===== src/rtl/bcd_display_feeder.sv =====
// Binary-to-BCD feeder for the 4-digit seven-segment multiplexer.
// Sequential double-dabble conversion plus a free-running digit-slot refresh counter.
module bcd_display_feeder #(
   parameter int BIN_W       = 14,
   parameter int REFRESH_DIV = 100000
) (
   input  logic             clk,
   input  logic             rst_n,
   input  logic             load,
   input  logic [BIN_W-1:0] bin_in,
   output logic             busy,
   output logic             done,
   output logic             overflow,
   output logic [15:0]      displayed_number,
   output logic [1:0]       digit_activating_counter
);

   localparam int ITER_W = $clog2(BIN_W + 1);
   localparam int PRE_W  = $clog2(REFRESH_DIV);
   localparam logic [BIN_W-1:0]  MAX_VAL   = BIN_W'(9999);
   localparam logic [ITER_W-1:0] LAST_ITER = ITER_W'(BIN_W - 1);
   localparam logic [PRE_W-1:0]  LAST_PRE  = PRE_W'(REFRESH_DIV - 1);

   typedef enum logic [1:0] {
      IDLE,
      SHIFT,
      DONE
   } state_t;

   state_t            state_q, state_d;
   logic [BIN_W-1:0]  bin_q, bin_d;
   logic [15:0]       scratch_q, scratch_d;
   logic [15:0]       adjusted;
   logic [ITER_W-1:0] iter_q, iter_d;
   logic              ovf_q, ovf_d;
   logic [15:0]       disp_q, disp_d;
   logic              done_q, done_d;
   logic [PRE_W-1:0]  presc_q, presc_d;
   logic [1:0]        digit_q, digit_d;

   // Add-3 correction applied to every BCD nibble before the shift.
   always_comb begin
      adjusted = scratch_q;
      for (int n = 0; n < 4; n++) begin
         if (scratch_q[4*n +: 4] >= 4'd5) begin
            adjusted[4*n +: 4] = scratch_q[4*n +: 4] + 4'd3;
         end
      end
   end

   always_comb begin
      state_d   = state_q;
      bin_d     = bin_q;
      scratch_d = scratch_q;
      iter_d    = iter_q;
      ovf_d     = ovf_q;
      disp_d    = disp_q;
      done_d    = 1'b0;
      case (state_q)
         IDLE: begin
            if (load) begin
               if (bin_in > MAX_VAL) begin
                  bin_d = MAX_VAL;
                  ovf_d = 1'b1;
               end else begin
                  bin_d = bin_in;
                  ovf_d = 1'b0;
               end
               scratch_d = 16'h0000;
               iter_d    = '0;
               state_d   = SHIFT;
            end
         end
         SHIFT: begin
            // The clamp to 9999 means the bit shifted out of the thousands nibble is always zero.
            {scratch_d, bin_d} = {adjusted, bin_q} << 1;
            iter_d = iter_q + 1'b1;
            if (iter_q == LAST_ITER) begin
               state_d = DONE;
            end
         end
         DONE: begin
            disp_d  = scratch_q;
            done_d  = 1'b1;
            state_d = IDLE;
         end
         default: begin
            state_d = IDLE;
         end
      endcase
   end

   always_comb begin
      presc_d = presc_q + 1'b1;
      digit_d = digit_q;
      if (presc_q == LAST_PRE) begin
         presc_d = '0;
         digit_d = digit_q + 2'd1;
      end
   end

   always_ff @(posedge clk) begin
      if (!rst_n) begin
         state_q   <= IDLE;
         bin_q     <= '0;
         scratch_q <= 16'h0000;
         iter_q    <= '0;
         ovf_q     <= 1'b0;
         disp_q    <= 16'h0000;
         done_q    <= 1'b0;
         presc_q   <= '0;
         digit_q   <= 2'd0;
      end else begin
         state_q   <= state_d;
         bin_q     <= bin_d;
         scratch_q <= scratch_d;
         iter_q    <= iter_d;
         ovf_q     <= ovf_d;
         disp_q    <= disp_d;
         done_q    <= done_d;
         presc_q   <= presc_d;
         digit_q   <= digit_d;
      end
   end

   assign busy                     = (state_q != IDLE);
   assign done                     = done_q;
   assign overflow                 = ovf_q;
   assign displayed_number         = disp_q;
   assign digit_activating_counter = digit_q;

endmodule


===== config.mk =====
export PLATFORM = sky130hd
export DESIGN_NAME = bcd_display_feeder
export DESIGN_NICKNAME = d
export VERILOG_FILES = /design/src/rtl/bcd_display_feeder.sv
export SDC_FILE = /design/constraint.sdc
export NUM_CORES = 1
export LEC_CHECK = 0
export BUFFER_PORTS_ARGS = -buffer_cell sky130_fd_sc_hd__buf_2
export CAP_MARGIN = 20
export CELL_PAD_IN_SITES_DETAIL_PLACEMENT = 1
export CELL_PAD_IN_SITES_GLOBAL_PLACEMENT = 1
export CORE_MARGIN = 2
export CORE_UTILIZATION = 47
export DETAILED_ROUTE_END_ITERATION = 6
export GPL_TIMING_DRIVEN = 0
export PLACE_DENSITY_LB_ADDON = 0.25
export REMOVE_ABC_BUFFERS = 1
export SLEW_MARGIN = 20
export SYNTH_ARGS = -nofsm -noshare
export SYNTH_HDL_FRONTEND = slang
export SYNTH_SLANG_ARGS = --single-unit
export TNS_END_PERCENT = 5

===== constraint.sdc =====
create_clock -name clk -period 4.72 [get_ports clk]
set_input_delay 0.944 -clock clk [delete_from_list [all_inputs] [get_ports clk]]
set_output_delay 0.944 -clock clk [all_outputs]
set_load 0.05 [all_outputs]

==> results of run 1 <==
where the power goes:
part	switching (mW)	internal, mW
registers	0.00995	0.629
logic	0.0503	0.0250
clock network	0.233	0.217
total	0.293	0.871
metrics by stage:
step | instances | area (um2)
detailed placement | 460 | 3360
global route | 476 | 3540
global placement | 460 | 3360
floorplan | 346 | 3070
CTS | 476 | 3540
finish | 476 | 3540
metal layers:
metal  global-route usage [%]  part of all wire (%)  vias to the layer above
met1                     24.4                    44                     1302
met2                     36.2                    51                       40
li1                         -                     -                     1330
met3                     3.75                   2.8                       14
met4                     10.2                   2.3                        0
met5                        0                     0                        -
cell families (layout without fill, tap and decap cells):
family,after synthesis,after routing,share of synthesized area [%]
buffers and inverters,30,66,4.09
adder cells (fa/ha/maj),11,11,4.36
AND/OR/NAND/NOR,138,138,21.0
flip-flops,73,73,46.3
XOR/XNOR,22,22,6.11
multiplexers,4,4,1.39
AO/OA/AOI/OAI,85,85,16.7
worst paths after layout:
kind	startpoint	to	slack [ns]	cells after the start
worst min register to register	displayed_number[10]$_SDFFE_PN0P_	displayed_number[10]$_SDFFE_PN0P_	0.45	2
worst max register to register	state_q[0]$_SDFFE_PN0P_	scratch_q[15]$_SDFFE_PN0P_	2.65	4
worst min-delay path	displayed_number[10]$_SDFFE_PN0P_	displayed_number[10]$_SDFFE_PN0P_	0.45	2
worst max-delay path	state_q[0]$_SDFFE_PN0P_	busy	2.52	2
synth_stat cells (all sizes together), types with 3 or more instances:
master,number
a21oi,33
a22oi,4
a31oi,6
a32o,4
and3,5
buf,11
clkbuf,6
dfxtp,73
ha,11
inv,13
mux2,3
nand2,56
nand2b,6
nand3,9
nand4,7
nor2,28
nor3,8
nor4,9
o21ai,17
o22ai,5
o2bb2ai,4
o31ai,4
o32ai,3
xnor2,16
xor2,6
layout make-up:
type / instances / area share (%)
clock buffer: 11 / 4.27
multi-input combinational: 260 / 44.3
clock inverter: 5 / 0.847
inverter: 13 / 1.38
timing repair buffer: 37 / 5.22
sequential: 73 / 41.2
tap: 77 / 2.72
cell usage in the layout (no fill, tap or decap), types with 4 or more instances in the layout:
cell type	instances
a21oi_1	33
a22oi_1	4
a31oi_1	6
a32o_1	4
and3_1	5
buf_2	37
clkbuf_8	11
dfxtp_1	73
ha_1	11
inv_1	12
nand2_1	55
nand2b_1	6
nand3_1	9
nand4_1	6
nor2_1	28
nor3_1	8
nor4_1	8
o21ai_0	16
o22ai_1	5
o2bb2ai_1	4
o31ai_1	4
xnor2_1	16
xor2_1	6
flip-flops by register name, indices dropped and copies added, names as in the netlist:
name	cells
digit_activating_counter	2
presc_q	17
state_q	2
done	1
overflow	1
displayed_number	16
scratch_q	16
bin_q	14
iter_q	4
critical path, stage by stage (launching register included):
cell and delay (ns):
dfxtp_1 0.39, or2_2 0.31, buf_2 0.21
==> flow_summary.ini, run 1 <==
[clock_tree]
cts_tree = built
cts_buffer_depth = 2
clkTransAtPathRegs_ns = 0.08
h-tree-depth = 3
cts-resized-gates = 0
hold_buffers = 0
worst_skew_pair.late_latency_ns = 0.35
numCtsBuffers = 9
clock-sinks = 73
postCtsSetupRepairBufs = 0
root_buffer = clkbuf_8

[min_path]
hold_class = reg2reg

[drt]
drc_errors = 0
vias_per_cell = 5.64
routed_wl_um = 6980
antenna_left = 0
first_pass_iters = 4
vias = 2686
drtIter0Drc = 88
detail_route.wl_per_cell_um = 14.7

[timing]
fin_crit_ns = 2.20
post-route-period-util_pct = 46.5
max_slew_margin_pct = 34.3
tns_ns = 0
grt_setup_unrepaired = false
fin_skew_ns = 0.0121
layout_setup_ws_ns = 2.52
clock.fmax_mhz = 456
setup-violations-final = 0
tightest_slew_ns = 0.983
finalHoldViolCount = 0
hold_ws_ns = 0.452
final_max_slew_viol_count = 0

[synthesis]
synth-edff-count = 0
ys_ff_latch = 73
syn_avg_cell_area_um2 = 8.69
netlist_area_mm2 = 0.00315
ys.flop_type = dfxtp_1
yosysWarnings = 0
yosysTopAreaCell = dfxtp_1
synth_area_leaders = dfxtp_1 (46%), nand2_1 (6.5%), a21oi_1 (5.2%)
synth_cell_types = 45
synthCells = 363
synth_top_area_share_pct = 46.3
yosysSeqAreaShare_pct = 46.3
async_reset_ff_share_pct = 0

[finish]
layout-drive-gt1-share_pct = 16.3
final-seq-area_mm2 = 0.00146
diodes = 0
nNetsFinal = 422
fin_util_pct = 55.2
final.fill_count = 778
syn2layout_area_growth_pct = 12.4
multi_input_area_mm2 = 0.00157

[global_routing]
antenna_found_initial = 0
grt_max_degree = 42
grt_overflow_total = 0
grt_usage_pct = 20.8
grt_pass1_vias = 2738
grt_pass1_wl_um = 12300

[worst_setup_path]
arrival_ns = 1.25
crit_required_ns = 3.78
end_kind = output pin
cp_max_fo = 8
critPathKind = reg2out
worstSetupStartpointType = register

[placement]
port_buffers = 37
routabilityCongestion = 0.742
dp_hpwl_um = 4690
dp_slack_ns = 2.04

[power_and_ir_drop]
p_leak_nw = 1.31
ir_worst_vdd_v = 0.000155
power_density_mw_per_mm2 = 328
p_total_mw = 1.16

[die]
initial_core_util_pct = 49.1
dieArea_mm2 = 0.00738
die_w_um = 85.9
die_h_um = 85.9
rows = 29
boundaryPins = 38
core_mm2 = 0.00642

[outcome]
status = complete, no violations

[run]
max_cap_viol_count = 0
(Power assumes the default switching activity.)
==> run 2, diff against run 1 <==
CORE_UTILIZATION = 43   (was 47)
clock period = 2.2 ns   (was 4.72 ns; I/O delays follow)
==> flow_summary.ini, run 2 (same netlist as run 1, synthesis figures left out) <==
[power_and_ir_drop]
p_sw_share_pct = 21.6
power_density_mw_per_mm2 = 800
combPwrFrac_pct = 5.7
ir_worst_vdd_v = 0.000441
p_clk_share_pct = 47.6
p_leak_nw = 1.35
seqPwrFrac_pct = 46.8
p_int_mw = 2.30
power_switching_mw = 0.635

[drt]
detail_route.wl_per_cell_um = 14.8
vias = 2632
routed_wl_um = 7360
vias_per_cell = 5.30
drc_errors = 0
drtIter0Drc = 80
first_pass_iters = 4
antenna_left = 0

[global_routing]
grt_overflow_total = 0
grt_pass1_wl_um = 12400
grt_usage_pct = 20.0
antenna_found_initial = 0
grt_max_degree = 42
grt_pass1_vias = 2662

[worst_setup_path]
arrival_ns = 2.13
rrSetupSlack_ns = 0.28
slowest_stage = o21ai_2
crit_end = presc_q[8]$_SDFF_PP0_
crit_required_ns = 2.41
ff2ff_path_depth = 5
end_kind = register
critPathKind = reg2reg
slowest_delay_ns = 0.56
worstReg2RegStart = presc_q[0]$_SDFF_PP0_
regToRegEndpoint = presc_q[8]$_SDFF_PP0_
cp_top_family = simple AND/OR/NAND/NOR gates
critPathLaunch = presc_q[0]$_SDFF_PP0_
path_depth = 5
worstSetupStartpointType = register
path_cells = ha_1 > and4_1 > nand4_1 > o21ai_2 > nor2_1
cp.buffers_inverters = 0
cp_max_fo = 15

[timing]
hold_ws_ns = 0.312
final_max_slew_viol_count = 0
setup-violations-final = 0
layout_setup_ws_ns = 0.283
clock.fmax_mhz = 522
fin_crit_ns = 1.92
max_slew_margin_pct = 50.1
grt_setup_unrepaired = false
post-route-period-util_pct = 87.2
finalHoldViolCount = 0
tightest_slew_ns = 0.747
fin_skew_ns = 0.00871

[clock_tree]
cts_buffer_depth = 2
numCtsBuffers = 9
root_buffer = clkbuf_8
worst_skew_pair.late_latency_ns = 0.35
cts_tree = built
clkTransAtPathRegs_ns = 0.07
postCtsSetupRepairBufs = 0
h-tree-depth = 3
clock-sinks = 73

[die]
die_h_um = 89.6
core_mm2 = 0.00718
die_w_um = 89.6
initial_core_util_pct = 44.0
boundaryPins = 38
rows = 31
dieArea_mm2 = 0.00804

[run]
max_cap_viol_count = 0

[placement]
port_buffers = 37
dp_slack_ns = -0.0779
dp_hpwl_um = 4680
routabilityCongestion = 0.742

[finish]
syn2layout_area_growth_pct = 16.1
fin_util_pct = 51.1
layout-drive-gt1-share_pct = 16.3
mostFrequentLayoutCell = dfxtp_1
nNetsFinal = 422
diodes = 0
final.fill_count = 855
layout_common_cells = dfxtp_1 (73), nand2_1 (55), buf_2 (37), a21oi_1 (33), nor2_1 (28)
largest_reg_flops = 17
top_register = presc_q

[min_path]
hold_class = in2reg

[outcome]
status = complete, no violations
-- run 2: changes by cell type in the layout (fill, tap and decap cells not counted) --
cell and delta:
clkinv_2 -3, clkinvlp_4 -1, nor2b_1 -1, nor2b_4 +1, bufinv_16 +4, clkbuf_8 -1
-- run 2: through the flow --
step	TNS, ns	power [mW]	area [um2]	instances
after floorplan	0	1.50	3070	346
after global placement	-1.51	1.56	3380	482
after global routing	0	3.05	3660	497
after detailed placement	-0.101	1.57	3390	482
final	0	2.93	3660	497
after CTS	0	2.96	3650	497
-- run 2: worst min path at each step --
stage | from | endpoint | slack [ns] | cells after the start
4_1_cts | bin_in[4] | bin_q[4]$_SDFFE_PN0P_ | 0.30 | 2
6_report | bin_in[4] | bin_q[4]$_SDFFE_PN0P_ | 0.31 | 2
2_1_floorplan | presc_q[0]$_SDFF_PP0_ | presc_q[0]$_SDFF_PP0_ | 0.42 | 1
3_5_place_dp | presc_q[0]$_SDFF_PP0_ | presc_q[0]$_SDFF_PP0_ | 0.44 | 1
5_1_grt | bin_in[5] | bin_q[5]$_SDFFE_PN0P_ | 0.32 | 2
3_3_place_gp | presc_q[0]$_SDFF_PP0_ | presc_q[0]$_SDFF_PP0_ | 0.43 | 1
-- run 2: cell type report --
type,count,area [um2],share of cell area (%)
multi-input combinational,260,1580,43.1
sequential,73,1460,39.9
timing repair buffer,37,185,5.05
clock buffer,10,138,3.76
clock inverter,5,128,3.48
tap,99,124,3.38
inverter,13,48.8,1.33
-- run 2: worst register-to-register path, stage by stage (launching register included) --
cell and delay, ns:
dfxtp_1 0.35, ha_1 0.28, and4_1 0.27, nand4_1 0.20
o21ai_2 0.56, nor2_1 0.12
-- run 2: power by group through the flow --
| stage | Combinational [mW] | Sequential, mW | Clock [mW] |
|---|---|---|---|
| after CTS | 0.166 | 1.37 | 1.42 |
| after floorplan | 0.103 | 1.40 | 0 |
| after global placement | 0.158 | 1.40 | 0 |
| after detailed placement | 0.165 | 1.40 | 0 |
| final | 0.166 | 1.37 | 1.40 |
| after global routing | 0.185 | 1.38 | 1.49 |
-- run 2: what timing repair did --
action                                  in CTS  in global routing
endpoints found under the setup margin       0                  6
hold buffers                                 0                  0
resized for setup                            0                  1
endpoints found under the hold margin        0                  0
-- run 2: metal layers --
| layer | up-vias | track usage (%) | wire length, um |
|---|---|---|---|
| met1 | 1267 | 22.6 | 3230 |
| met5 | - | 0 | 0 |
| li1 | 1323 | - | - |
| met2 | 31 | 36.3 | 3830 |
| met4 | 0 | 8.68 | 138 |
| met3 | 11 | 3.66 | 154 |
